--- src/rtl/led_pkg.sv ---
`default_nettype none
`timescale 1ns/1ps
// ============================================================================
// Module      : led_pkg
// Description : Shared constants and brightness type for the LED PWM fader.
// Revision    : 1.0 - initial release
// ============================================================================
package led_pkg;
    localparam int N_LED      = 4;
    localparam int PWM_BITS   = 8;
    localparam int MAX_BRIGHT = 2**PWM_BITS - 1;
    localparam int STEP       = 32;
    localparam int STEP_DIV   = 4;

    typedef logic [PWM_BITS-1:0] brightness_t;
endpackage
`default_nettype wire

--- src/rtl/led_fade_channel.sv ---
`default_nettype none
`timescale 1ns/1ps
// ============================================================================
// Module      : led_fade_channel
// Description : One LED channel: saturating brightness ramp and PWM compare.
// Revision    : 1.0 - initial release
// ============================================================================
module led_fade_channel #(
    parameter int PWM_BITS = 8,
    parameter int STEP     = 32
) (
    input  logic                clk,
    input  logic                rst,
    input  logic                en,
    input  logic                step_tick,
    input  logic                target_on,
    input  logic [PWM_BITS-1:0] pwm_cnt,
    output logic                pwm,
    output logic                at_target
);
    localparam logic [PWM_BITS-1:0] c_MAX    = '1;
    localparam logic [PWM_BITS-1:0] c_STEP   = PWM_BITS'(STEP);
    localparam logic [PWM_BITS:0]   c_STEP_W = (PWM_BITS+1)'(STEP);

    logic [PWM_BITS-1:0] r_bright;
    logic                r_pwm;
    logic [PWM_BITS-1:0] w_target;
    logic [PWM_BITS-1:0] w_bright_next;
    logic [PWM_BITS:0]   w_sum;

    // One extra bit on the sum so the upward step can clamp at full scale.
    always_comb begin
        w_target      = target_on ? c_MAX : '0;
        w_sum         = {1'b0, r_bright} + c_STEP_W;
        w_bright_next = r_bright;
        if (r_bright < w_target) begin
            w_bright_next = (w_sum > {1'b0, c_MAX}) ? c_MAX : w_sum[PWM_BITS-1:0];
        end else if (r_bright > w_target) begin
            w_bright_next = (r_bright < c_STEP) ? '0 : (r_bright - c_STEP);
        end
    end

    always_ff @(posedge clk or negedge rst) begin
        if (!rst) begin
            r_bright <= '0;
            r_pwm    <= 1'b0;
        end else begin
            if (step_tick) begin
                r_bright <= w_bright_next;
            end
            r_pwm <= en && (r_bright > pwm_cnt);
        end
    end

    assign pwm       = r_pwm;
    assign at_target = (r_bright == w_target);
endmodule
`default_nettype wire

--- src/rtl/led_pwm_fader.sv ---
`default_nettype none
`timescale 1ns/1ps
// ============================================================================
// Module      : led_pwm_fader
// Description : Turns chaser on/off levels into smoothly faded PWM LED drive.
// Revision    : 1.0 - initial release
// ============================================================================
module led_pwm_fader #(
    parameter int N_LED    = led_pkg::N_LED,
    parameter int PWM_BITS = led_pkg::PWM_BITS,
    parameter int STEP     = led_pkg::STEP,
    parameter int STEP_DIV = led_pkg::STEP_DIV
) (
    input  logic             clk,
    input  logic             rst,
    input  logic             en,
    input  logic [N_LED-1:0] led_in,
    output logic [N_LED-1:0] pwm_out,
    output logic             period_start,
    output logic             busy
);
    localparam logic [PWM_BITS-1:0] c_CNT_LAST = PWM_BITS'(2**PWM_BITS - 2);
    localparam int                  c_DIV_W    = (STEP_DIV > 1) ? $clog2(STEP_DIV) : 1;
    localparam logic [c_DIV_W-1:0]  c_DIV_LAST = c_DIV_W'(STEP_DIV - 1);

    logic [N_LED-1:0]    r_led_q;
    logic [PWM_BITS-1:0] r_pwm_cnt;
    logic [c_DIV_W-1:0]  r_div_cnt;
    logic                r_period_start;
    logic                r_busy;
    logic                w_wrap;
    logic                w_step_tick;
    logic [N_LED-1:0]    w_at_target;

    // Counter stops one short of full scale so a full-scale channel stays lit.
    assign w_wrap      = en && (r_pwm_cnt == c_CNT_LAST);
    assign w_step_tick = w_wrap && (r_div_cnt == c_DIV_LAST);

    always_ff @(posedge clk or negedge rst) begin
        if (!rst) begin
            r_led_q        <= '0;
            r_pwm_cnt      <= '0;
            r_div_cnt      <= '0;
            r_period_start <= 1'b0;
            r_busy         <= 1'b0;
        end else begin
            r_led_q        <= led_in;
            r_period_start <= en && (r_pwm_cnt == '0);
            r_busy         <= ~&w_at_target;
            if (en) begin
                r_pwm_cnt <= w_wrap ? '0 : (r_pwm_cnt + 1'b1);
            end
            if (w_wrap) begin
                r_div_cnt <= (r_div_cnt == c_DIV_LAST) ? '0 : (r_div_cnt + 1'b1);
            end
        end
    end

    generate
        for (genvar i = 0; i < N_LED; i++) begin : g_ch
            led_fade_channel #(
                .PWM_BITS (PWM_BITS),
                .STEP     (STEP)
            ) u_ch (
                .clk       (clk),
                .rst       (rst),
                .en        (en),
                .step_tick (w_step_tick),
                .target_on (r_led_q[i]),
                .pwm_cnt   (r_pwm_cnt),
                .pwm       (pwm_out[i]),
                .at_target (w_at_target[i])
            );
        end
    endgenerate

    assign period_start = r_period_start;
    assign busy         = r_busy;
endmodule
`default_nettype wire

--- config.mk ---
export PLATFORM = sky130hd
export DESIGN_NAME = led_pwm_fader
export DESIGN_NICKNAME = d
export VERILOG_FILES = /design/src/rtl/led_pkg.sv /design/src/rtl/led_fade_channel.sv /design/src/rtl/led_pwm_fader.sv
export SDC_FILE = /design/constraint.sdc
export NUM_CORES = 1
export LEC_CHECK = 0
export BUFFER_PORTS_ARGS = -buffer_cell sky130_fd_sc_hd__buf_2
export CORE_MARGIN = 4
export CORE_UTILIZATION = 40
export CTS_CLUSTER_DIAMETER = 120
export CTS_CLUSTER_SIZE = 16
export DETAILED_ROUTE_END_ITERATION = 10
export PLACE_DENSITY = 0.6
export SYNTH_ARGS = -nofsm -noshare
export SYNTH_HDL_FRONTEND = slang
export SYNTH_SLANG_ARGS = --single-unit
--- constraint.sdc ---
create_clock -name clk -period 4.7 [get_ports clk]
set_input_delay 0.47 -clock clk [delete_from_list [all_inputs] [get_ports clk]]
set_output_delay 0.47 -clock clk [all_outputs]
set_load 0.01 [all_outputs]
# Word-level counts from Yosys, hierarchy flattened

Cells that the tools add are included.

Word-level logic and storage cells: 89
Output and inout port bits: 6
Input port bits: 7
Bits in registers: 52

Equal/unequal tests: 6
$add $sub $neg: 10
Reductions and logical operators: 18
Mux-type cells: 22
Order comparisons: 20

Operators with widths:

| operator                                                                      | count |
|---|---|
| 8-bit two-way mux                                                             | 21 |
| 8-bit > comparator                                                            | 8 |
| 8-bit by 6-bit adder with 9-bit output (second input constant)                | 4 |
| 9-bit by 8-bit > comparator with 1-bit output (second input constant)         | 4 |
| 8-bit equality test                                                           | 4 |
| 8-bit by 6-bit less-than comparator with 1-bit output (second input constant) | 4 |
| 8-bit less-than comparator                                                    | 4 |
| 8-bit by 6-bit subtractor with 8-bit output (second input constant)           | 4 |
| 8-bit by 1-bit adder with 8-bit output (second input constant)                | 1 |
| 8-bit equality test (second input constant)                                   | 1 |
| 8-bit logical NOT                                                             | 1 |
| 2-bit AND reduction                                                           | 4 |
| 2-bit nonzero test                                                            | 4 |
| 1-bit logical AND                                                             | 7 |
| 4-bit AND reduction                                                           | 1 |
| 2-bit by 1-bit adder with 2-bit output (second input constant)                | 1 |
| 2-bit equality test (second input constant)                                   | 1 |
| 2-bit two-way mux                                                             | 1 |
| 1-bit logical NOT                                                             | 1 |

# Depth between registers and ports, before layout

Depth after elaboration: 4
Gate-level depth with buffers: 7
Gate-level depth less buffers: 7

# By module

From an unflattened synthesis, not the netlist that was laid out.

Cell total of the unflattened synthesis: 377
Area, all modules: 3276.9 µm²

By module, submodules not included:

| module           | cells an instance | instances | area each (µm²) |
|---|---|---|---|
| led_fade_channel | 79                | 4         | 638.1 |
| led_pwm_fader    | 61                | 1         | 724.4 |

# Worst setup path after synthesis

No wires, ideal clock.

Kind: register to register
Start point: register r_pwm_cnt[0]
End point: register g_ch[0].u_ch.r_bright[5]
Setup time: 0.125 ns
Path slack: 2.940 ns
Cell stages (with the launch flop): 8
Arrival: 1.635 ns
Cell sequence: dfrtp_1 > inv_1 > ha_1 > and4_1 > and3_4 > buf_8 > o21a_4 > mux2_4

Cells in the longest elaborated chain, start to end: 4

RTL lines:

| item                                 | line                   | source |
|---|---|---|
| from (decl)                          | led_pwm_fader.sv:27    | `logic [PWM_BITS-1:0] r_pwm_cnt;` |
| from (signal assigned)               | led_pwm_fader.sv:51    | `r_pwm_cnt <= w_wrap ? '0 : (r_pwm_cnt + 1'b1);` |
| 8-bit equality test                  | led_pwm_fader.sv:36    | `assign w_wrap = en && (r_pwm_cnt == c_CNT_LAST);` |
| 1-bit logical AND                    | led_pwm_fader.sv:36    |  |
| 1-bit logical AND                    | led_pwm_fader.sv:37    | `assign w_step_tick = w_wrap && (r_div_cnt == c_DIV_LAST);` |
| 2-bit AND reduction (no source line) | n/a                    |  |
| to (signal assigned)                 | led_fade_channel.sv:49 | `r_bright <= w_bright_next;` |
| to (decl)                            | led_fade_channel.sv:25 | `logic [PWM_BITS-1:0] r_bright;` |

Every way passes these cells.
A chain may end at the register's enable or synchronous reset.

# Worst setup path in the final report

Start point: register g_ch[0].u_ch.r_bright[3]
End point: register g_ch[0].u_ch.r_bright[5]

Cells in the longest elaborated chain, start to end: 4

RTL lines:

| item                                                                               | line                                           | source |
|---|---|---|
| 8-bit by 6-bit adder with 9-bit output, or another cell as far along               | led_fade_channel.sv:34                         | `w_sum = {1'b0, r_bright} + c_STEP_W;` |
| 9-bit by 8-bit > comparator with 1-bit output or 8-bit two-way mux (tied branches) | led_fade_channel.sv:37, led_fade_channel.sv:39 |  |
| 8-bit two-way mux (on tied branches)                                               | led_fade_channel.sv:37, led_fade_channel.sv:38 |  |
| 8-bit two-way mux                                                                  | led_fade_channel.sv:36                         | `if (r_bright < w_target) begin` |

Several ways; a longest one is shown, not always the timed one. The select of a mux whose other input is x is not followed.

==> results.txt <==
CTS Buffer Depth -> 2
Async SR Flop Fraction -> 100%
Core Area -> 0.00785 mm2
Synth Instances -> 351
worst endpoint required time -> 4.87 ns
CP Cell Sequence -> inv_1 -> ha_1 -> nand4_1 -> nor2_1 -> nor3_1 -> o21bai_1 -> mux2_4
Worst Path Arrival -> 2.33 ns
Routed wire per std cell -> 14.9 um
Mean Syn Cell Area -> 9.33 um2
largest net degree at the start of global routing -> 37
CTS Sinks -> 36
Antenna diodes -> 0
via density per instance -> 5.62
TritonRoute pass-1 iters -> 4
post-cts sizing count -> 0
routability cong. -> 0.775
vias in the first global route -> 2,514
DRT iter0 DRCs -> 69
crit path kind -> register to register
layout overhead on the synthesized area -> 7.52%
Initial Util -> 41.7%
r2r startpoint -> g_ch[0].u_ch.r_bright[3]$_DFFE_PN0P_
sequential share of the synthesized area -> 27.5%
r2r worst-path depth -> 7
die area -> 0.00970 mm2
Worst setup SP type -> register
crit-path max cell delay -> 0.54 ns
first-pass GRT wire length -> 12,100 um
Layout Skew -> 0.0128 ns
Syn Nets -> 426
Tcrit/Tclk final -> 45.8%
Fmax achieved -> 464 MHz
LEAKAGE -> 0.00159 uW
Post-Syn Area -> 0.00328 mm2
placed instance area -> 0.00341 mm2
IO Pins -> 13
Crit. Startpoint -> g_ch[0].u_ch.r_bright[3]$_DFFE_PN0P_
CTS hold repair buffers -> 0
Worst Tran Pin Value -> 0.863 ns
Slew Viols, Final -> 0
fraction of layout cells with a size suffix above 1 -> 10.7%
unrepaired setup endpoints after global routing -> no
Critical Path Sink Type -> register
crit path to -> g_ch[0].u_ch.r_bright[5]$_DFFE_PN0P_
Levels on crit path -> 7
Final min period -> 2.15 ns
Die Wd -> 98.5 um
Worst VDD drop -> 0.163 mV
Hold Crit Class -> input pin to async pin
overall overflow remaining after global route -> 0
top fanout value on the critical path -> 9
Final Hold Fails -> 0
RR Endpoint -> g_ch[0].u_ch.r_bright[5]$_DFFE_PN0P_
Post-synth EDFFs -> 0
fin util -> 44.9%
routed via count -> 2,620
Max transition margin -> 42.5%
status -> completed
Final ANT Viol Nets -> 0
Finished Cell Area -> 0.00352 mm2
Total Wirelength -> 6960 um
clk_lat worst skew -> 0.30 ns
r2r setup slk -> 2.55 ns
global-route usage over all layers -> 15.1%
Critical-path top delay cell -> dfrtp_1
yosys warns -> 0
PortBufs -> 12
DRC viols -> 0
post-route setup TNS -> 0 ns
Layout Nets -> 438
DP HPWL -> 5200 um
initial antenna violation count -> 0
Maximum Capacitance Violations -> 0
Yosys cell types -> 50
Pwr per Cell Area -> 318 mW/mm2
Final setup viols -> 0
row count -> 32
cell family with most CP delay -> simple AND/OR/NAND/NOR gates
number of setup buffers added after CTS -> 0
die height -> 98.5 um
#FFs+latches synth -> 36
CTS root buffer -> clkbuf_8
H-tree Lvls -> 2
number of buffers created by CTS -> 5
CTS tree -> built
worst path bufs/invs -> 1
Hold Slack -> 0.277 ns
ys flop type -> dfrtp_1
Clock Pin Slew Worst Setup and Hold Paths -> 0.08 ns
-- metal layers --
| layer | global-route usage, % | part of all wire, % | vias up |
|---|---|---|---|
| met2 | 24.5 | 47 | 37 |
| met1 | 20.8 | 49 | 1250 |
| met3 | 2.90 | 2.8 | 7 |
| met4 | 3.57 | 1.0 | 0 |
| met5 | 0 | 0 | - |
| li1 | - | - | 1326 |
-- how the worst min path moves through the flow --
stage | cells past startpoint | to | slack (ns)
after detailed placement | 1 | r_div_cnt[1]$_DFFE_PN0N_ | 0.51
after CTS | 1 | r_led_q[3]$_DFF_PN0_ | 0.27
after global routing | 1 | r_led_q[3]$_DFF_PN0_ | 0.26
after global placement | 1 | r_div_cnt[1]$_DFFE_PN0N_ | 0.49
final | 1 | r_div_cnt[1]$_DFFE_PN0N_ | 0.28
after floorplan | 0 | busy$_DFF_PN0_ | 0.17
-- layout make-up --
cell class / count / area, um2
Clock buffer: 5 / 68.8
Inverter: 34 / 128
Clock inverter: 3 / 42.5
Tap cell: 102 / 128
Sequential cell: 36 / 901
Fill cell: 797 / 4330
Timing Repair Buffer: 12 / 60.1
Multi-Input combinational cell: 274 / 2190
-- stage by stage --
step	power [uW]	instances	setup slack [ns]
global route	1220	466	2.42
floorplan	728	351	2.94
detailed placement	845	458	2.57
finish	1120	466	2.55
CTS	1130	466	2.55
global placement	828	458	2.56
-- cells by family after synthesis --
| family | count (synthesis) | share of synthesized area (%) |
|---|---|---|
| DFF | 36 | 27.5 |
| AOI/OAI and AO/OA | 95 | 19.4 |
| adders and majority gates | 68 | 26.0 |
| and+or+nand+nor | 91 | 15.4 |
| xor gates and xnor gates | 7 | 1.87 |
| buffers and inverters | 41 | 5.50 |
| muxes | 13 | 4.35 |
-- placed cells by master, fill, tap and decap left out, drive strengths merged, types with 3 or more instances in the layout --
cell type and n:
xnor2 4, o21ai 28, nand3 9, dfrtp 36, o211ai 6, mux2i 9, a21oi 25, o221a 4
clkbuf 5, nor2 18, nor3 7, nand2b 7, a22o 3, mux2 4, ha 68, xor2 3
nand2 14, nand4 17, and3 3, buf 12, nor2b 8, inv 34, o21a 10, a31oi 4
-- power by group --
part | internal, uW | leakage, uW | switching (uW)
Sequential | 358 | 0.000440 | 53.8
Combinational | 174 | 0.00110 | 253
Clock | 157 | 0.0000541 | 123
Total | 689 | 0.00159 | 430
-- sequential cells by signal (all words and copies together), names as in the netlist --
| name | flops |
|---|---|
| busy | 1 |
| period_start | 1 |
| r_led_q | 4 |
| g_ch.u_ch.r_bright | 16 |
| r_pwm_cnt | 8 |
| r_div_cnt | 2 |
| g_ch.u_ch.pwm | 4 |
-- synthesized netlist by cell type (2+ instances only) --
library cell	n	area (um2)
a21boi_0	2	15.0
a21oi_1	25	125
a22o_2	2	20.0
a311o_1	2	20.0
a31oi_1	4	25.0
a41oi_1	2	17.5
and3_1	2	12.5
buf_4	4	30.0
dfrtp_1	36	901
ha_1	68	851
inv_1	34	128
mux2_2	2	22.5
mux2_4	2	30.0
mux2i_1	9	90.1
nand2_1	14	52.6
nand2b_1	7	43.8
nand3_1	8	40.0
nand4_1	17	106
nand4b_1	2	17.5
nor2_1	16	60.1
nor2b_1	8	50.1
nor3_1	7	35.0
o211ai_1	6	45.0
o21a_1	8	60.1
o21a_4	2	30.0
o21ai_0	25	125
o21ai_1	3	15.0
o21bai_1	2	15.0
o221a_2	4	45.0
o221ai_2	2	30.0
or3_1	2	12.5
xnor2_1	4	35.0
xor2_1	3	26.3
Note: power is estimated with default switching activity, not from simulation.
